`config.mk`:
```
export PLATFORM = sky130hd
export DESIGN_NAME = kf_sample_sequencer
export DESIGN_NICKNAME = d
export VERILOG_FILES = /design/src/rtl/kf_sample_sequencer.sv
export SDC_FILE = /design/constraint.sdc
export NUM_CORES = 1
export LEC_CHECK = 0
export CORE_MARGIN = 1.5
export CORE_UTILIZATION = 45
export DETAILED_ROUTE_END_ITERATION = 8
export PLACE_DENSITY = 0.8
export SYNTH_ARGS = -nofsm -noshare
export SYNTH_HDL_FRONTEND = slang
export SYNTH_SLANG_ARGS = --single-unit
```
`constraint.sdc`:
```
create_clock -name clk -period 9.5 [get_ports clk]
set_input_delay 1.9 -clock clk [delete_from_list [all_inputs] [get_ports clk]]
set_output_delay 1.9 -clock clk [all_outputs]
set_load 0.05 [all_outputs]
```
`src/rtl/kf_sample_sequencer.sv`:
```
// kf_sample_sequencer
//   Upstream sequencer for State_equation. Takes one plant sample (U,Y) per
//   input handshake, holds it on U_out/Y_out for one full filter iteration,
//   pulses Start_Prediction then Start_Update, and returns the updated
//   estimate on an output handshake. A one-entry buffer lets the next sample
//   arrive while an iteration is in flight.
//   Optional watchdog: define KF_SEQ_WATCHDOG_EN to abort stuck WAIT_P/WAIT_U
//   states after TIMEOUT enabled cycles (sticky timeout_err).
//
//   Handshake semantics (both sides): a transfer happens on a rising clk edge
//   with clk_en=1 where valid and ready are both 1. The producer holds valid
//   and data stable until that transfer; valid never depends on ready.
module kf_sample_sequencer #(
  parameter int WIDTH   = 16,
  parameter int nos     = 4,
  parameter int noo     = 2,
  parameter int noi     = 2,
  parameter int TIMEOUT = 1024
) (
  input  logic                   clk,
  input  logic                   reset,
  input  logic                   clk_en,
  input  logic                   s_valid,
  output logic                   s_ready,
  input  logic [WIDTH*noi-1:0]   U_in,
  input  logic [WIDTH*noo-1:0]   Y_in,
  output logic [WIDTH*noi-1:0]   U_out,
  output logic [WIDTH*noo-1:0]   Y_out,
  output logic                   Start_Prediction,
  output logic                   Start_Update,
  input  logic                   ready_Prediction,
  input  logic                   ready_Update,
  input  logic [WIDTH*nos-1:0]   X_nkU_in,
  output logic                   m_valid,
  input  logic                   m_ready,
  output logic [WIDTH*nos-1:0]   X_out,
  output logic                   busy,
  output logic                   timeout_err,
  output logic [2:0]             dbg_state_o
);

  typedef enum logic [2:0] {
    IDLE   = 3'd0,
    PRED   = 3'd1,
    WAIT_P = 3'd2,
    UPD    = 3'd3,
    WAIT_U = 3'd4,
    SETTLE = 3'd5,
    OUT    = 3'd6
  } state_t;

  state_t                 state_q;
  logic                   buf_full_q;
  logic [WIDTH*noi-1:0]   buf_u_q;
  logic [WIDTH*noo-1:0]   buf_y_q;
  logic [WIDTH*noi-1:0]   u_out_q;
  logic [WIDTH*noo-1:0]   y_out_q;
  logic [WIDTH*nos-1:0]   x_out_q;
  logic                   start_p_q;
  logic                   start_u_q;
  logic                   m_valid_q;
  logic                   busy_q;
  logic                   wait_first_q;
  logic                   timeout_q;
  logic                   accept;
  logic                   consume;
  logic                   wd_expired;

  // Buffer is empty <=> a new sample can be taken.
  assign s_ready = ~buf_full_q;
  assign accept  = clk_en & s_valid & ~buf_full_q;
  // The FSM pulls the buffer only from IDLE, or from OUT when the result leaves.
  assign consume = clk_en & buf_full_q &
                   ((state_q == IDLE) | ((state_q == OUT) & m_ready));

`ifdef KF_SEQ_WATCHDOG_EN
  localparam int WD_W = $clog2(TIMEOUT + 1);
  localparam logic [WD_W-1:0] WD_LAST = WD_W'(TIMEOUT - 1);
  logic [WD_W-1:0] wd_cnt_q;

  // Watchdog: counts enabled cycles spent in a wait state, zero elsewhere.
  always_ff @(posedge clk or posedge reset) begin
    if (reset) begin
      wd_cnt_q <= '0;
    end else if (clk_en) begin
      if ((state_q == WAIT_P) || (state_q == WAIT_U)) wd_cnt_q <= wd_cnt_q + 1'b1;
      else                                             wd_cnt_q <= '0;
    end
  end

  assign wd_expired = (wd_cnt_q == WD_LAST);
`else
  assign wd_expired = 1'b0;
`endif

  // One-entry input buffer; accept and consume cannot coincide since accept needs it empty.
  always_ff @(posedge clk or posedge reset) begin
    if (reset) begin
      buf_full_q <= 1'b0;
      buf_u_q    <= '0;
      buf_y_q    <= '0;
    end else if (clk_en) begin
      if (accept) begin
        buf_full_q <= 1'b1;
        buf_u_q    <= U_in;
        buf_y_q    <= Y_in;
      end else if (consume) begin
        buf_full_q <= 1'b0;
      end
    end
  end

  // Iteration FSM with registered strobes and output data.
  always_ff @(posedge clk or posedge reset) begin
    if (reset) begin
      state_q      <= IDLE;
      u_out_q      <= '0;
      y_out_q      <= '0;
      x_out_q      <= '0;
      start_p_q    <= 1'b0;
      start_u_q    <= 1'b0;
      m_valid_q    <= 1'b0;
      busy_q       <= 1'b0;
      wait_first_q <= 1'b0;
      timeout_q    <= 1'b0;
    end else if (clk_en) begin
      start_p_q <= 1'b0;
      start_u_q <= 1'b0;
      case (state_q)
        IDLE: begin
          if (buf_full_q) begin
            u_out_q   <= buf_u_q;
            y_out_q   <= buf_y_q;
            start_p_q <= 1'b1;
            busy_q    <= 1'b1;
            state_q   <= PRED;
          end
        end
        PRED: begin
          wait_first_q <= 1'b1;
          state_q      <= WAIT_P;
        end
        WAIT_P: begin
          // First wait cycle still sees the level from the previous iteration.
          wait_first_q <= 1'b0;
          if (!wait_first_q && ready_Prediction) begin
            start_u_q <= 1'b1;
            state_q   <= UPD;
          end else if (wd_expired) begin
            timeout_q <= 1'b1;
            busy_q    <= 1'b0;
            state_q   <= IDLE;
          end
        end
        UPD: begin
          wait_first_q <= 1'b1;
          state_q      <= WAIT_U;
        end
        WAIT_U: begin
          wait_first_q <= 1'b0;
          if (!wait_first_q && ready_Update) begin
            state_q <= SETTLE;
          end else if (wd_expired) begin
            timeout_q <= 1'b1;
            busy_q    <= 1'b0;
            state_q   <= IDLE;
          end
        end
        SETTLE: begin
          // Estimate lands one cycle after ready_Update, so capture here.
          x_out_q   <= X_nkU_in;
          m_valid_q <= 1'b1;
          state_q   <= OUT;
        end
        OUT: begin
          if (m_ready) begin
            m_valid_q <= 1'b0;
            if (buf_full_q) begin
              u_out_q   <= buf_u_q;
              y_out_q   <= buf_y_q;
              start_p_q <= 1'b1;
              state_q   <= PRED;
            end else begin
              busy_q  <= 1'b0;
              state_q <= IDLE;
            end
          end
        end
        default: begin
          busy_q  <= 1'b0;
          state_q <= IDLE;
        end
      endcase
    end
  end

  assign U_out            = u_out_q;
  assign Y_out            = y_out_q;
  assign X_out            = x_out_q;
  assign Start_Prediction = start_p_q;
  assign Start_Update     = start_u_q;
  assign m_valid          = m_valid_q;
  assign busy             = busy_q;
  assign timeout_err      = timeout_q;
  assign dbg_state_o      = state_q;

endmodule
```
# Word-level counts from Yosys, hierarchy flattened
# Cells that the tools add are included.
[totals]
input_bits = 135
word_cells = 76
register_bits = 201
out_inout_bits = 137
[op_classes]
n_bitwise = 8
n_eq_ne = 11
n_mux = 26
reduce_logical = 19
[op_table]
columns = ["operator", "count"]
rows = [
  ["32-bit 2-to-1 mux", 4],
  ["32-bit one-hot mux with 2 select lines", 2],
  ["3-bit one-hot mux with 7 select lines", 1],
  ["3-bit 2-to-1 mux", 4],
  ["1-bit 2-to-1 mux", 11],
  ["2-bit inequality test (second input constant)", 5],
  ["5-bit AND reduction", 2],
  ["3-bit equality test (second input constant)", 3],
  ["2-bit AND reduction", 4],
  ["2-bit nonzero test", 4],
  ["3-bit by 2-bit equality test with 1-bit output (second input constant)", 2],
  ["1-bit one-hot mux with 2 select lines", 3],
  ["3-bit AND reduction", 2],
  ["1-bit AND", 5],
  ["5-bit OR reduction", 1],
  ["2-bit OR reduction", 2],
  ["3-bit by 1-bit equality test with 1-bit output (second input constant)", 1],
  ["3-bit logical NOT", 1],
  ["1-bit one-hot mux with 3 select lines", 1],
  ["1-bit logical AND", 2],
  ["1-bit NOT", 2],
  ["1-bit logical NOT", 1],
  ["1-bit OR", 1],
]

# Longest topological paths before layout
# Gate-level depths: netlist (run 1).
[logic_depth]
depth_word = 6
mapped_depth = 6
depth_no_buf = 3

# Least setup slack after synthesis (run 1)
# Ideal clock, no wire load.
[synth_timing]
path_kind = "input to register"
start = "input clk_en"
end = "register x_out_q[53], in the netlist X_out[53]"
cell_stages = 5
t_arrival_ns = 2.892
required_time_ns = 9.375
n_path_buf = 2
slack_ns = 6.483
setup_time_ns = 0.125
cell_sequence = "buf_4 -> and2b_1 -> nand3_4 -> buf_6 -> mux2_2"
[synth_between]
elab_chain_len = 1
[synth_lines]
columns = ["item", "line_no", "source"]
rows = [
  ["start, declared", "22", "input logic clk_en,"],
  ["2-bit AND reduction (no source line)", "n/a", ""],
  ["end signal, assigned", "171", "x_out_q <= X_nkU_in;"],
  ["end, declared", "58", "logic [WIDTH*nos-1:0] x_out_q;"],
]
# No other way between the ends.
# A chain may end at the register's enable or synchronous reset.

# Worst setup path after layout (run 1)
[layout_timing]
start = "register state_q[2], in the netlist dbg_state_o[2]"
end = "output dbg_state_o[2]"
[layout_lines]
columns = ["item", "line_no", "source"]
rows = [
  ["start, declared", "52", "state_t state_q;"],
  ["start signal, assigned", "116", "state_q <= IDLE;"],
  ["start signal, assigned", "136", "state_q <= PRED;"],
  ["start signal, assigned", "141", "state_q <= WAIT_P;"],
  ["end, declared", "39", "output logic [2:0] dbg_state_o"],
]
# No word-level cell between the ends.

==> results of run 1 <==
## power groups by stage
stage	logic, mW	registers (mW)	clock network [mW]
after CTS	2.32	1.52	1.04
after detailed placement	2.32	1.52	0
after global placement	2.27	1.50	0
final	2.30	1.52	1.02
after global routing	2.40	1.57	1.08
after floorplan	0.673	2.42	0
## state kept, by name, indices dropped and copies added, names as in the netlist
signal            flops
buf_full_q            1
dbg_state_o           3
U_out                32
Y_out                32
m_valid               1
buf_y_q              32
Start_Prediction      1
wait_first_q          1
X_out                64
Start_Update          1
buf_u_q              32
busy                  1
## placed cells by master (no fill, tap or decap), drive strengths merged, types with 2 or more instances in the layout
cell type        n
o2bb2ai          2
nand2            4
buf              3
a21oi            8
bufinv           8
nor2             2
inv              4
nand2b           2
clkdlybuf4s50  270
clkinv           7
o21ai            4
a21o             2
nand3            3
clkbuf          25
mux2           192
dfrtp          201
## worst reg2reg max path, delay by kind of cell, from the launching register on
| family | cells | cell delay [ns] |
|---|---|---|
| buf+inv | 1 | 0.81 |
| flops | 1 | 0.53 |
| mux | 1 | 0.50 |
| simple gates | 2 | 0.55 |
## worst min-delay path by stage
stage,startpoint,endpoint,slack [ns],depth (start not counted)
after floorplan,buf_u_q[16],U_out[16],0.47,1
after global placement,Start_Prediction,Start_Prediction,0.47,1
after detailed placement,Start_Prediction,Start_Prediction,0.48,1
after CTS,Start_Update,Start_Update,0.49,1
after global routing,Start_Update,Start_Update,0.51,1
final,Start_Prediction,Start_Prediction,0.49,1
## per-layer routing
metal,track usage [%],vias to the layer above
li1,-,2150
met1,23.2,2384
met2,32.6,194
met3,6.23,27
met4,5.91,0
met5,0,-
## logic make-up (layout without fill, tap and decap cells)
kind of cell / count (synthesis) / count (layout)
multiplexers: 192 / 192
XOR/XNOR: 1 / 1
other: 1 / 1
buffers and inverters: 28 / 317
AO/OA/AOI/OAI: 19 / 19
AND/OR/NAND/NOR: 17 / 17
flip-flops: 201 / 201
## through the flow
| step | hold slack (ns) | instance area [um^2] | utilization, % | setup WS, ns |
|---|---|---|---|---|
| 2_1_floorplan | 0.474 | 7850 | - | 2.12 |
| 3_3_place_gp | 0.470 | 10600 | 61.8 | 5.21 |
| 3_5_place_dp | 0.476 | 10600 | 61.8 | 5.18 |
| 4_1_cts | 0.494 | 11500 | 67.0 | 5.55 |
| 5_1_grt | 0.513 | 11500 | 67.0 | 5.47 |
| 6_report | 0.489 | 11500 | 67.0 | 5.55 |
## cell type report
class	instances	share of cell area (%)
Multi-Input combinational cell	230	22.3
Tap cell	225	2.45
Timing Repair Buffer	273	23.7
Clock buffer	25	5.24
Sequential cell	201	43.7
Clock inverter	15	2.49
Inverter	4	0.196
==> flow_summary.yaml, run 1 <==
place:
  port_buffers: 270
  gp_congestion: 0.800
  dpl.cell_count: 933
  place_hpwl_mm: 11.9
critical_path:
  critPathLaunchType: "flip-flop"
  timing.critical_path.buf_inv: 1
  critical_path_peak_fanout: 13
  crit_chain: "clkdlybuf4s50_1"
  slowest_delay_ns: 0.91
  critical-path-top-delay-family: "buffers and inverters"
  r2r-end: "Y_out[10]"
  critPathCapture: "dbg_state_o[2]"
  crit_cells: 1
  reg2reg_from: "dbg_state_o[0]"
  crit_required_ns: 7.60
  critPathLaunch: "dbg_state_o[2]"
  regToRegSetupSlack_ns: 7.00
  cp-end-kind: "output port"
  crit_type: "flip-flop to output port"
  crit_slowest_cell: "clkdlybuf4s50_1"
  reg2reg_depth: 4
  arrival_ns: 2.05
pwr:
  combPwrFrac_pct: 47.6
  p_int_mw: 2.90
  ir_drop_v: 0.000279
  finalPower_mw: 4.84
  switchingPower_mw: 1.94
  power_frac_seq_pct: 31.4
  p_sw_share_pct: 40.0
  power_density_nw_per_um2: 420
  leakagePower_nw: 5.02
  p_clk_share_pct: 21.0
timing:
  finClkSkew_ns: 0.0177
  setup_tns_ns: 0
  setup_viol: 0
  final_hold_viol_count: 0
  grt_setup_unrepaired: "no"
  fmax_mhz: 253
  timing.final.max_slew_violations: 0
  post-route-period-util_pct: 41.6
  period_needed_ns: 3.95
  tightest_slew_ns: 1.10
  max-slew-margin-rel_pct: 26.8
floorplan:
  row_count: 48
  core_um2: 17200
  floorplan.initialDensity_pct: 45.7
  die_h_um: 135
  ios: 272
  die_w_um: 135
  die-area_um2: 18200
detailed_routing:
  postRouteAntennaNets: 0
  top_layer: "met4"
  dr.pass1.iters: 4
  dr_wl_met3_mm: 1.73
  wl_met1_mm: 6.80
  drt-initial-drc-count: 131
  viasPerCell: 4.89
  wire_per_inst_um: 18.2
  drc: 0
  drt_wl_total_mm: 17.7
  wl_met2_mm: 8.80
  vias: 4755
clocking:
  hold_buffers: 0
  clk_latency_ns: 0.49
  clk_pin_slew_worst_paths_ns: 0.06
  cts_buffer_depth: 3
  clock_sinks: 201
  h-tree-depth: 1
  cts_root_buf: "clkbuf_16"
  post_cts_resized: 0
  postCtsSetupRepairBufs: 0
  cts_tree: "yes"
  numCtsBuffers: 22
cells_and_area:
  ff_latch_area_um2: 5030
  final_cells: 973
  drive_above_1_share_pct: 31.4
  multi_input_area_um2: 2560
  insertedDiodeCount: 0
  fillers: 1210
  nets: 867
  syn2layout_area_growth_pct: 46.6
global_routing:
  grt_max_degree: 118
  first_global_vias: 5130
  grt_usage_pct: 19.1
  grt_pass1_wl_mm: 27.6
  grt.overflow.total: 0
  antenna_found_initial: 0
outcome:
  status: "complete, no violations"
yosys:
  synth_cell_types: 30
  yosysMostFrequentCell: "dfrtp_1"
  synth-seq-area-share_pct: 64.1
  synth_ff_type: "dfrtp_1"
  syn_inst: 459
  yosys-top-cells-count: "dfrtp_1 (201), mux2_2 (148), mux2_4 (38), a21oi_1 (8)"
  synthAdderAreaFrac_pct: 0
  synth_largest_area_cell: "dfrtp_1"
  synth_xor_area_share_pct: 0.112
  synth_top_family_by_area: "multiplexers"
  synth_edf_count: 0
  synthArstFlopShare_pct: 100
  syn-num-nets: 594
  avgSynthCellArea_um2: 17.1
  synth_warnings: 0
  yosys.area_share.simple_pct: 1.43
  ys_top_cells_by_area: "dfrtp_1 (64%), mux2_2 (21%), mux2_4 (7.3%), buf_12 (1.3%), buf_6 (1.0%)"
  synth_top_area_share_pct: 64.1
  syn_area_um2: 7850
  synth-compound-area-share_pct: 1.61
  ys_seq_elements: 201
  synth.mux.area_fraction_pct: 29.4
worst_hold_path:
  hold_path_class: "flip-flop to flip-flop"
flow_run:
  drv_cap: 0
(Power assumes the default switching activity.)
==> run 2: changes to the inputs <==
Settings changed: CORE_UTILIZATION 45 to 41, PLACE_DENSITY 0.8 to 0.77.
Clock period 9.5 ns to 3.6 ns, I/O delays scaled along.
==> flow_summary.yaml, run 2 (synthesized netlist as in run 1, its figures left out) <==
cells_and_area:
  final_common_cell: "clkdlybuf4s50_1"
  insertedDiodeCount: 0
  nets: 873
  layout_common_cells: "clkdlybuf4s50_1 (270), dfrtp_1 (201), mux2_2 (148)"
  fin_util_pct: 61.4
  largest_reg_flops: 64
  syn2layout_area_growth_pct: 46.7
  drive_above_1_share_pct: 31.1
critical_path:
  critical_path_peak_fanout: 13
  crit_slowest_cell: "clkdlybuf4s50_1"
  cp-end-kind: "output port"
  crit_chain: "clkdlybuf4s50_1"
  critPathLaunchType: "flip-flop"
  r2r-end: "Y_out[26]"
  timing.critical_path.buf_inv: 1
  arrival_ns: 2.06
  regToRegSetupSlack_ns: 1.42
  crit_cells: 1
  slowest_delay_ns: 0.91
  critPathLaunch: "dbg_state_o[2]"
  reg2reg_from: "dbg_state_o[2]"
  critical-path-top-delay-family: "buffers and inverters"
  critPathCapture: "dbg_state_o[2]"
  crit_type: "flip-flop to output port"
  crit_required_ns: 2.88
  reg2reg_depth: 4
global_routing:
  antenna_found_initial: 0
  grtUsageMet2_pct: 29.9
  busiest_layer: "met2"
  grt_max_degree: 92
  use_met1_pct: 20.0
  first_global_vias: 5198
  grt.overflow.total: 0
  grt_pass1_wl_mm: 27.6
  grt_util_met3_pct: 6.58
  grt_usage_pct: 17.2
detailed_routing:
  drc: 0
  postRouteAntennaNets: 0
  drt-initial-drc-count: 95
  dr.pass1.iters: 5
  wire_per_inst_um: 17.5
  vias: 4740
  drt_wl_total_mm: 17.3
  viasPerCell: 4.80
place:
  place_hpwl_mm: 12.4
  port_buffers: 270
  gp_congestion: 0.781
floorplan:
  die-area_um2: 20000
  row_count: 50
  core_um2: 18800
  die_h_um: 141
  ios: 272
  die_w_um: 141
  floorplan.initialDensity_pct: 41.8
timing:
  finClkSkew_ns: 0.0102
  max-slew-margin-rel_pct: 62.0
  fmax_mhz: 360
  setup_viol: 0
  post-route-period-util_pct: 77.1
  grt_setup_unrepaired: "no"
  setup_tns_ns: 0
  timing.final.max_slew_violations: 0
  tightest_slew_ns: 0.568
  final_hold_viol_count: 0
  period_needed_ns: 2.78
outcome:
  status: "complete, no violations"
clocking:
  clk_latency_ns: 0.49
  clock_sinks: 201
  hold_buffers: 0
  post_cts_resized: 0
  cts_root_buf: "clkbuf_16"
  cts_buffer_depth: 3
  cts_tree: "yes"
  clk_pin_slew_worst_paths_ns: 0.06
  numCtsBuffers: 22
  h-tree-depth: 1
  postCtsSetupRepairBufs: 0
worst_hold_path:
  min_from: "Start_Prediction"
  hold_path_class: "flip-flop to flip-flop"
pwr:
  power_density_nw_per_um2: 1070
  p_sw_share_pct: 40.7
  p_int_mw: 7.34
  combPwrFrac_pct: 49.2
  leakagePower_nw: 5.01
  switchingPower_mw: 5.03
  power_frac_seq_pct: 32.2
  p_clk_share_pct: 18.5
  ir_drop_v: 0.000793
flow_run:
  drv_cap: 0
run 2: cell types whose count changed in the layout (fill, tap and decap cells not counted), sizes merged:
cell      change
clkinv        -6
buf           +6
clkinvlp      +1
bufinv        -6
clkbuf       +10
run 2: worst min path at each step:
stage | end | slack, ns | depth (start not counted)
floorplan | U_out[16] | 0.47 | 1
finish | Start_Prediction | 0.49 | 1
CTS | Start_Prediction | 0.49 | 1
global placement | Start_Prediction | 0.47 | 1
global route | buf_u_q[24] | 0.51 | 1
detailed placement | Start_Prediction | 0.48 | 1
run 2: power by group through the flow:
stage	combinational, mW	sequential [mW]	clock (mW)
global placement	6.04	3.95	0
detailed placement	6.14	4.02	0
CTS	6.15	4.00	2.37
global route	6.35	4.13	2.45
floorplan	1.78	6.38	0
finish	6.09	3.98	2.29
run 2: layout make-up:
type / count / area, um^2
inverters: 4 / 18.8
clock buffers: 35 / 681
repair buffers: 279 / 2860
multi-input cells: 230 / 2560
well taps: 234 / 293
clock inverters: 4 / 73.8
flip-flops and latches: 201 / 5030
fillers: 1429 / 7250
run 2: metal layers:
layer	share of wire, %	up-vias	wire (um)
met3	10	27	1780
met2	49	209	8400
li1	-	2170	-
met5	0	-	0
met1	39	2334	6780
met4	1.9	0	320
run 2: worst register-to-register path: cells and delay by family (launching register included):
kind | cells | cell delay (ns)
AO/OA/AOI/OAI | 1 | 0.10
buffers and inverters | 1 | 0.29
flip-flops | 1 | 0.67
multiplexers | 1 | 0.35
AND/OR/NAND/NOR | 1 | 0.66
run 2: stage by stage:
stage	cell area (um^2)	std cells	total power [mW]	setup slack [ns]	hold WS [ns]
after floorplan	7850	459	8.15	0.278	0.474
after global placement	10800	948	9.99	0.804	0.467
after detailed placement	10800	948	10.2	0.774	0.478
after CTS	11500	987	12.5	0.798	0.491
after global routing	11500	987	12.9	0.726	0.510
final	11500	987	12.4	0.823	0.487
